`src/rtl/sd_emmc_pkg.sv`:
```
// Shared types and constants for the SD/eMMC transfer sequencer.
package sd_emmc_pkg;

  typedef enum logic [1:0] {
    ST_IDLE,
    ST_XFER,
    ST_BLK_END,
    ST_FIN
  } xfer_state_e;

  localparam int SD_FIFO_DEPTH    = 128;
  localparam int SD_MAX_BLK_WORDS = 128;

  localparam logic DIR_WR = 1'b0;
  localparam logic DIR_RD = 1'b1;

endpackage

```
`src/rtl/sd_emmc_xfer_wdog.sv`:
```
// Stall watchdog: counts consecutive idle transfer cycles and flags expiry
// on the cycle that would be stall number TIMEOUT_CYC.
module sd_emmc_xfer_wdog
  import sd_emmc_pkg::*;
#(
  parameter int TIMEOUT_CYC = 65535
) (
  input  logic aclk,
  input  logic rst_n,
  input  logic run,
  input  logic moved,
  output logic expired
);

  localparam int CNT_W = $clog2(TIMEOUT_CYC + 1);

  logic [CNT_W-1:0] stall_q;

  assign expired = run && !moved && (stall_q == CNT_W'(TIMEOUT_CYC - 1));

  always_ff @(posedge aclk or negedge rst_n) begin
    if (!rst_n) begin
      stall_q <= '0;
    end else if (!run || moved || expired) begin
      stall_q <= '0;
    end else begin
      stall_q <= stall_q + 1'b1;
    end
  end

endmodule

```
`src/rtl/sd_emmc_xfer_ctrl.sv`:
```
// Block/word sequencer between the host streams and the SD data FIFO pair.
// Define SD_EMMC_XFER_TIMEOUT_EN to build the stall watchdog.
module sd_emmc_xfer_ctrl
  import sd_emmc_pkg::*;
#(
  parameter int DATA_W      = 32,
  parameter int BLK_W       = 16,
  parameter int TIMEOUT_CYC = 65535
) (
  input  logic              aclk,
  input  logic              rst_n,
  input  logic              start,
  input  logic              dir,
  input  logic [7:0]        blk_words,
  input  logic [BLK_W-1:0]  blk_count,
  input  logic              abort,
  input  logic [DATA_W-1:0] s_data,
  input  logic              s_valid,
  output logic              s_ready,
  output logic [DATA_W-1:0] m_data,
  output logic              m_valid,
  input  logic              m_ready,
  output logic              tx_push_n,
  output logic [DATA_W-1:0] tx_wdata,
  input  logic              tx_full,
  output logic              rx_pop_n,
  input  logic [DATA_W-1:0] rx_rdata,
  input  logic              rx_empty,
  output logic              busy,
  output logic              blk_done,
  output logic              done,
  output logic              aborted,
  output logic [BLK_W-1:0]  blks_left,
  output logic              err_timeout
);

  xfer_state_e      state_q, state_d;
  logic             dir_q;
  logic [7:0]       blk_words_q;
  logic [7:0]       word_cnt_q;
  logic [BLK_W-1:0] blks_left_q;
  logic [7:0]       blk_target;
  logic             wr_xfer, rd_xfer, moved, blk_last, timeout_hit;

  assign wr_xfer = (state_q == ST_XFER) && (dir_q == DIR_WR);
  assign rd_xfer = (state_q == ST_XFER) && (dir_q == DIR_RD);

  assign s_ready   = wr_xfer && !tx_full;
  assign tx_push_n = !(s_valid && s_ready);
  assign tx_wdata  = s_data;
  assign m_valid   = rd_xfer && !rx_empty;
  assign m_data    = rx_rdata;
  assign rx_pop_n  = !(m_valid && m_ready);

  // A programmed word count of zero stands for a full 128-word block.
  assign blk_target = (blk_words_q == 8'd0) ? 8'(SD_MAX_BLK_WORDS) : blk_words_q;
  assign moved      = !tx_push_n || !rx_pop_n;
  assign blk_last   = moved && ((word_cnt_q + 8'd1) == blk_target);

`ifdef SD_EMMC_XFER_TIMEOUT_EN
  logic err_timeout_q;

  sd_emmc_xfer_wdog #(
    .TIMEOUT_CYC(TIMEOUT_CYC)
  ) u_wdog (
    .aclk    (aclk),
    .rst_n   (rst_n),
    .run     (state_q == ST_XFER),
    .moved   (moved),
    .expired (timeout_hit)
  );

  always_ff @(posedge aclk or negedge rst_n) begin
    if (!rst_n) begin
      err_timeout_q <= 1'b0;
    end else if (state_q == ST_IDLE && start) begin
      err_timeout_q <= 1'b0;
    end else if (timeout_hit) begin
      err_timeout_q <= 1'b1;
    end
  end

  assign err_timeout = err_timeout_q;
`else
  assign timeout_hit = 1'b0;
  assign err_timeout = 1'b0;
`endif

  always_ff @(posedge aclk or negedge rst_n) begin
    if (!rst_n) begin
      state_q <= ST_IDLE;
    end else begin
      state_q <= state_d;
    end
  end

  always_comb begin
    state_d = state_q;
    aborted = 1'b0;
    unique case (state_q)
      ST_IDLE: begin
        if (start) state_d = (blk_count == '0) ? ST_FIN : ST_XFER;
      end
      ST_XFER: begin
        if (abort || timeout_hit) begin
          state_d = ST_IDLE;
          aborted = 1'b1;
        end else if (blk_last) begin
          state_d = ST_BLK_END;
        end
      end
      ST_BLK_END: begin
        if (abort) begin
          state_d = ST_IDLE;
          aborted = 1'b1;
        end else begin
          state_d = (blks_left_q != '0) ? ST_XFER : ST_FIN;
        end
      end
      ST_FIN:  state_d = ST_IDLE;
      default: state_d = ST_IDLE;
    endcase
  end

  // Word handshakes are counted even in an abort cycle, so this block
  // only looks at the handshake itself, not at the next state.
  always_ff @(posedge aclk or negedge rst_n) begin
    if (!rst_n) begin
      dir_q       <= DIR_WR;
      blk_words_q <= 8'd0;
      word_cnt_q  <= 8'd0;
      blks_left_q <= '0;
    end else if (state_q == ST_IDLE && start) begin
      dir_q       <= dir;
      blk_words_q <= blk_words;
      word_cnt_q  <= 8'd0;
      blks_left_q <= blk_count;
    end else if (moved) begin
      if (blk_last) begin
        word_cnt_q  <= 8'd0;
        blks_left_q <= blks_left_q - 1'b1;
      end else begin
        word_cnt_q <= word_cnt_q + 8'd1;
      end
    end
  end

  assign busy      = (state_q != ST_IDLE);
  assign blk_done  = (state_q == ST_BLK_END);
  assign done      = (state_q == ST_FIN);
  assign blks_left = blks_left_q;

endmodule
```
`config.mk`:
```
export PLATFORM = sky130hd
export DESIGN_NAME = sd_emmc_xfer_ctrl
export DESIGN_NICKNAME = d
export VERILOG_FILES = /design/src/rtl/sd_emmc_pkg.sv /design/src/rtl/sd_emmc_xfer_wdog.sv /design/src/rtl/sd_emmc_xfer_ctrl.sv
export SDC_FILE = /design/constraint.sdc
export NUM_CORES = 1
export LEC_CHECK = 0
export BUFFER_PORTS_ARGS = -buffer_cell sky130_fd_sc_hd__buf_4
export CELL_PAD_IN_SITES_DETAIL_PLACEMENT = 1
export CELL_PAD_IN_SITES_GLOBAL_PLACEMENT = 2
export CORE_AREA = 10 10 121 123
export CTS_BUF_LIST = sky130_fd_sc_hd__clkbuf_4
export DETAILED_ROUTE_END_ITERATION = 8
export DIE_AREA = 0 0 131 133
export HOLD_SLACK_MARGIN = 0.12
export PLACE_DENSITY_LB_ADDON = 0.1
export SLEW_MARGIN = 15
export SYNTH_ARGS = -nofsm -noshare
export SYNTH_HDL_FRONTEND = slang
export SYNTH_SLANG_ARGS = --single-unit
```
`constraint.sdc`:
```
create_clock -name aclk -period 3 [get_ports aclk]
set_clock_uncertainty 0.2 [all_clocks]
set_input_delay 0.45 -clock aclk [delete_from_list [all_inputs] [get_ports aclk]]
set_output_delay 0.45 -clock aclk [all_outputs]
set_load 0.01 [all_outputs]
```
---- Word level (Yosys, flattened, before mapping) ----
Index checks and enable logic that the tools add are counted.
cells by class
  add/sub/neg operators ................... 2
  equal/unequal tests ..................... 6
  muxes and demuxes ....................... 16
  bitwise gates (word level) .............. 1
  reductions and logical operators ........ 23
operators with widths
  operator                                              count
  two-way mux 16 bit                                    3
  two-way mux 8 bit                                     4
  zero test 16 bit                                      1
  nonzero test 16 bit                                   1
  subtractor 16 x 1 -> 16 bit (second input constant)   1
  two-way mux 2 bit                                     6
  adder 8 x 1 -> 8 bit (second input constant)          1
  equality test 8 bit                                   1
  logical AND 1 bit                                     8
  zero test 8 bit                                       1
  one-hot mux 2 bit (4 select lines)                    1
  nonzero test 2 bit                                    3
  equality test 2 bit (second input constant)           2
  zero test 1 bit                                       4
  AND reduction 2 bit                                   2
  inequality test 3 bit (second input constant)         1
  equality test 2 x 1 -> 1 bit (second input constant)  1
  zero test 2 bit                                       1
  two-way mux 1 bit                                     2
  inequality test 2 bit (second input constant)         1
  OR reduction 2 bit                                    1
  logical OR 1 bit                                      1
  inverter 1 bit                                        1
storage, ports and cells
  register bits after elaboration ......... 35
  input port bits ......................... 97

---- Depth between registers and ports, before layout ----
  word-level depth ........................ 9
  mapped depth ............................ 10
  mapped depth without buffers ............ 8

---- Worst setup path before layout ----
Ideal clock, no wire load.
  path kind ............................... register -> register
  from .................................... reg state_q[1]
  to ...................................... reg blks_left_q[14], in the netlist blks_left[14]
  library setup time ...................... 82 ps
  arrival ................................. 2,459 ps
  data required time ...................... 2,718 ps
  setup slack ............................. 259 ps
  stages on the path, launching flop included .. 9
  clock period less this slack ............ 2,741 ps
  path through ............................ dfrtp_1 inv_1 ha_1 nor3b_2 a22oi_1 a2111oi_4 nand4b_2 or4_1 a31oi_1
between the ends
  word-level cells in the longest chain between the ends .. 8
ends and longest elaborated chain
  what                             line                      RTL
  start: declaration               sd_emmc_xfer_ctrl.sv:37   xfer_state_e state_q, state_d;
  start signal: assignment         sd_emmc_xfer_ctrl.sv:93   state_q <= state_d;
  equality test 2 x 1 -> 1 bit *   sd_emmc_xfer_ctrl.sv:45   assign wr_xfer = (state_q == ST_XFER) && (dir_q == DIR_WR);
  logical AND 1 bit *              sd_emmc_xfer_ctrl.sv:45
  logical AND 1 bit *              sd_emmc_xfer_ctrl.sv:48   assign s_ready = wr_xfer && !tx_full;
  net s_ready                      sd_emmc_xfer_ctrl.sv:19   output logic s_ready,
  logical AND 1 bit *              sd_emmc_xfer_ctrl.sv:49   assign tx_push_n = !(s_valid && s_ready);
  logical OR 1 bit *               sd_emmc_xfer_ctrl.sv:57   assign moved = !tx_push_n || !rx_pop_n;
  logical AND 1 bit                sd_emmc_xfer_ctrl.sv:58   assign blk_last = moved && ((word_cnt_q + 8'd1) == blk_target);
  nonzero test 2 bit (no line)     -
  AND reduction 2 bit (no line) *  -
  end signal: assignment           sd_emmc_xfer_ctrl.sv:137  blks_left_q <= blk_count;
  end signal: assignment           sd_emmc_xfer_ctrl.sv:141  blks_left_q <= blks_left_q - 1'b1;
  end: declaration                 sd_emmc_xfer_ctrl.sv:41   logic [BLK_W-1:0] blks_left_q;
The timed path passes the listed nets; every way through them passes the cells marked *.
A chain may end at the register's enable or synchronous reset.

---- Worst setup path in the final report ----
  from .................................... reg word_cnt_q[0]
  to ...................................... reg blks_left_q[12], in the netlist blks_left[12]
between the ends
  word-level cells in the longest chain between the ends .. 5
ends and longest elaborated chain
  what                           line                      RTL
  start: declaration             sd_emmc_xfer_ctrl.sv:40   logic [7:0] word_cnt_q;
  start signal: assignment       sd_emmc_xfer_ctrl.sv:143  word_cnt_q <= word_cnt_q + 8'd1;
  adder 8 x 1 -> 8 bit           sd_emmc_xfer_ctrl.sv:58
  equality test 8 bit            sd_emmc_xfer_ctrl.sv:58
  logical AND 1 bit              sd_emmc_xfer_ctrl.sv:58
  nonzero test 2 bit (no line)   -
  AND reduction 2 bit (no line)  -
Every way passes these cells.

==> results.md <==
* Outcome: completed
* Vias at between 2,000 and 2,500
* Multi-input gate area at 1220 µm²
* Power Density at approximately 800 nW/µm²
* Final Cycle Share at a little over nine tenths
* Post-Syn Area at ~2700 µm²
* Synth top area share at between 30% and 40%
* Kind of critical path: reg -> reg
* Register area at between 800 and 900 µm²
* Number of port buffers at 56
* CTS tree: yes
* Slowest cell on crit path: or4_1
* Vias in the first global route at between 2,000 and 2,500
* Post-synthesis mux area share at less than 1%
* HP Start: blk_count[0]
* Number of DRC markers in iteration 0 at 97
* Synthesized area per cell at between 8 and 9 µm²
* Nets at 433
* Placed cell areas at around 2800 µm²
* Number of buffers created by CTS at 5
* Synth Area in Simple Gates at 25.4%
* First-pass GRT wire length at roughly 14 mm
* Max Root-Sink Buffers at 2
* I/O pin count at 186
* Hold Crit Depth at 3
* Synth top area cells: dfrtp_1 33%, buf_4 18%, nand2_1 6.8%
* DRT Pass-1 Iters at 4
* Synth Area in Compound Gates at roughly 12%
* CP Data Required Time at ~3 ns
* Post-synthesis sequential area ratio at 33.1%
* Synth Flop Type: dfrtp_1
* Antenna Violating Nets Remaining at 0
* Post-synth EDFFs at 0
* Top-count cell post-synth: buf_4
* DR vias/cell at roughly 4.4
* Synth Warn # at 0
* Cells traversed along the worst timing path: ha_2, nand3_2, or3_4, a2111oi_4, nand4b_2, buf_12, or4_1, a31oi_1
* Main combinational cell family by area after synthesis: simple AND/OR/NAND/NOR gates
* Core occupancy in the finished layout at 24.5%
* CTS Sinks at 35
* Min Clock Period, post-route at roughly 2.8 ns
* GRT Util Overall at about a tenth
* Post-DP HPWL at roughly 6.4 mm
* Die width at approximately 130 µm
* Critical Path End Type: flip-flop
* Largest net degree at the start of global routing at 37
* Initial antenna violation count at 0
* Max incr delay on CP at 0.50 ns
* Design Power at about 2.4 mW
* Crit Path Max Fanout at 34
* Fill count at 1,470
* Final Setup Violations at 0
* Layout cell share with drive strength beyond 1 at roughly a quarter
* Path type of the worst min-delay path: in -> reg
* Starting Density at between 20% and 30%
* N_diodes at 0
* Startpoint types: flip-flop
* Drt wl/cell at 16.7 µm
* Fin. max-slew vios at 0
* RD Place Congestion at approximately 0.73
* Area Growth Syn to Fin at 14.2%
* Fin area at between 3000 and 4000 µm²
* Setup slack, reg-to-reg at 0.16 ns
* FFs w/ async S/R, synth at 100%
* R2R cell count at 8
* Fin. Hold Viols at 0
* Hold endpoint: blks_left[0]$_DFFE_PN0P_
* Worst-Skew Late Latency at about 0.35 ns
* Max-cap violation count at 0
* Clock transition at path regs at ~0.13 ns
* Top post-synthesis cells by count: 65 x buf_4, 48 x nand2_1, 35 x dfrtp_1
* Adder-cell share of the synthesized area at under 10%
* Maximum VDD drop at between 0.15 and 0.2 mV
* Reg-to-reg endpoint: blks_left[12]$_DFFE_PN0P_
* Row count at 41
* Cells after synthesis at about 320
* DR DRC count at 0
* Die area at roughly 17,000 µm²
* Synth Area in XOR/XNOR at ~3.8%
* DRT Wirelength at 8.38 mm
* Core box area at approximately 12,000 µm²
* Yosys cell types at between 40 and 50
* FF+latch count, synth at 35
* Root Buffer: clkbuf_4
* Leak at 1.29 nW
* H-tree Lvls at 2
* Worst Path Arrival at 2.92 ns
* Synth area leader: dfrtp_1
* DIE HEIGHT at ~130 µm
* Fmax at ~0.35 GHz
* Synthesized Nets at approximately 420
* Overflow after GRT at 0
* RR Startpoint: word_cnt_q[0]$_DFFE_PN0P_
==> cells by family after synthesis <==
logic type | Yosys count
flops | 35
simple gates | 131
xor+xnor | 10
other cells | 1
fa+ha+maj | 7
mux | 2
compound gates | 49
buf+inv | 84
==> state kept, by name, indices dropped and copies added (netlist names) <==
| name | count |
|---|---|
| blk_words_q | 8 |
| blks_left | 16 |
| dir_q | 1 |
| state_q | 2 |
| word_cnt_q | 8 |
==> critical path: cells and delay by family (launching register included) <==
family / cells / cell delay (ns)
flops: 1 / 0.39
buf+inv: 1 / 0.20
fa+ha+maj: 1 / 0.24
compound gates: 2 / 0.48
simple gates: 4 / 1.26
==> report_power, final <==
group          internal [mW]  switching (mW)
logic                  0.593           0.652
clock network         0.0876           0.188
registers              0.668           0.244
==> what timing repair did <==
item / CTS / global route
setup buffers: 0 / 2
endpoints found under the setup margin: 0 / 4
endpoints found under the hold margin: 44 / 0
resized for setup: 0 / 4
hold buffers: 10 / 0
==> per-stage QoR <==
step	setup TNS, ns	hold WS, ns	std cells	worst slack, ns
finish	0	0.131	502	0.159
global route	-0.00971	0.132	502	-0.00971
CTS	0	0.129	500	0.0450
detailed placement	0	0.267	482	0.0699
global placement	0	0.268	482	0.189
floorplan	0	-0.0456	319	0.259
==> how the worst max path moves through the flow <==
stage | slack (ns) | cells after the start | endpoint | startpoint
after floorplan | 0.26 | 8 | blks_left[14]$_DFFE_PN0P_ | state_q[1]$_DFFE_PN0P_
after global placement | 0.19 | 8 | blks_left[14]$_DFFE_PN0P_ | word_cnt_q[1]$_DFFE_PN0P_
after detailed placement | 0.07 | 8 | blks_left[12]$_DFFE_PN0P_ | word_cnt_q[1]$_DFFE_PN0P_
after CTS | 0.05 | 8 | blks_left[14]$_DFFE_PN0P_ | word_cnt_q[1]$_DFFE_PN0P_
after global routing | -0.01 | 8 | blks_left[12]$_DFFE_PN0P_ | word_cnt_q[1]$_DFFE_PN0P_
final | 0.16 | 8 | blks_left[12]$_DFFE_PN0P_ | word_cnt_q[0]$_DFFE_PN0P_
==> cells in the final DEF (no fill, tap or decap), drive strengths merged, types with 2 or more instances in the layout <==
cell type	Yosys	layout
nor3b	2	2
buf	70	68
clkbuf	5	5
xnor2	6	6
dlygate4sd3	0	10
o31ai	3	3
nor3	7	7
or4	3	3
xor2	3	3
o41ai	2	2
inv	9	9
a21oi	7	7
and3	3	3
nor2b	2	2
dfrtp	35	35
nor4	6	6
mux2i	2	2
clkinv	0	3
or3	19	19
nand2	48	48
o21ai	14	14
ha	7	7
nand3	10	10
a31oi	17	17
nor2	21	21
==> final cells by class <==
type	instances	share of cell area (%)
Timing Repair Buffer	78	20.6
Tap cell	172	7.11
Multi-Input combinational cell	200	40.5
Inverter	9	1.12
Clock buffer	5	1.24
Clock inverter	3	0.496
Sequential cell	35	28.9
==> metal layers <==
metal	GRT usage (%)	vias up	routed length, µm
met5	0	-	0
met4	2.29	0	67
met3	3.36	13	472
met2	16.3	50	4200
met1	12.1	1100	3640
li1	-	1062	-
Note: power is estimated with default switching activity, not from simulation.
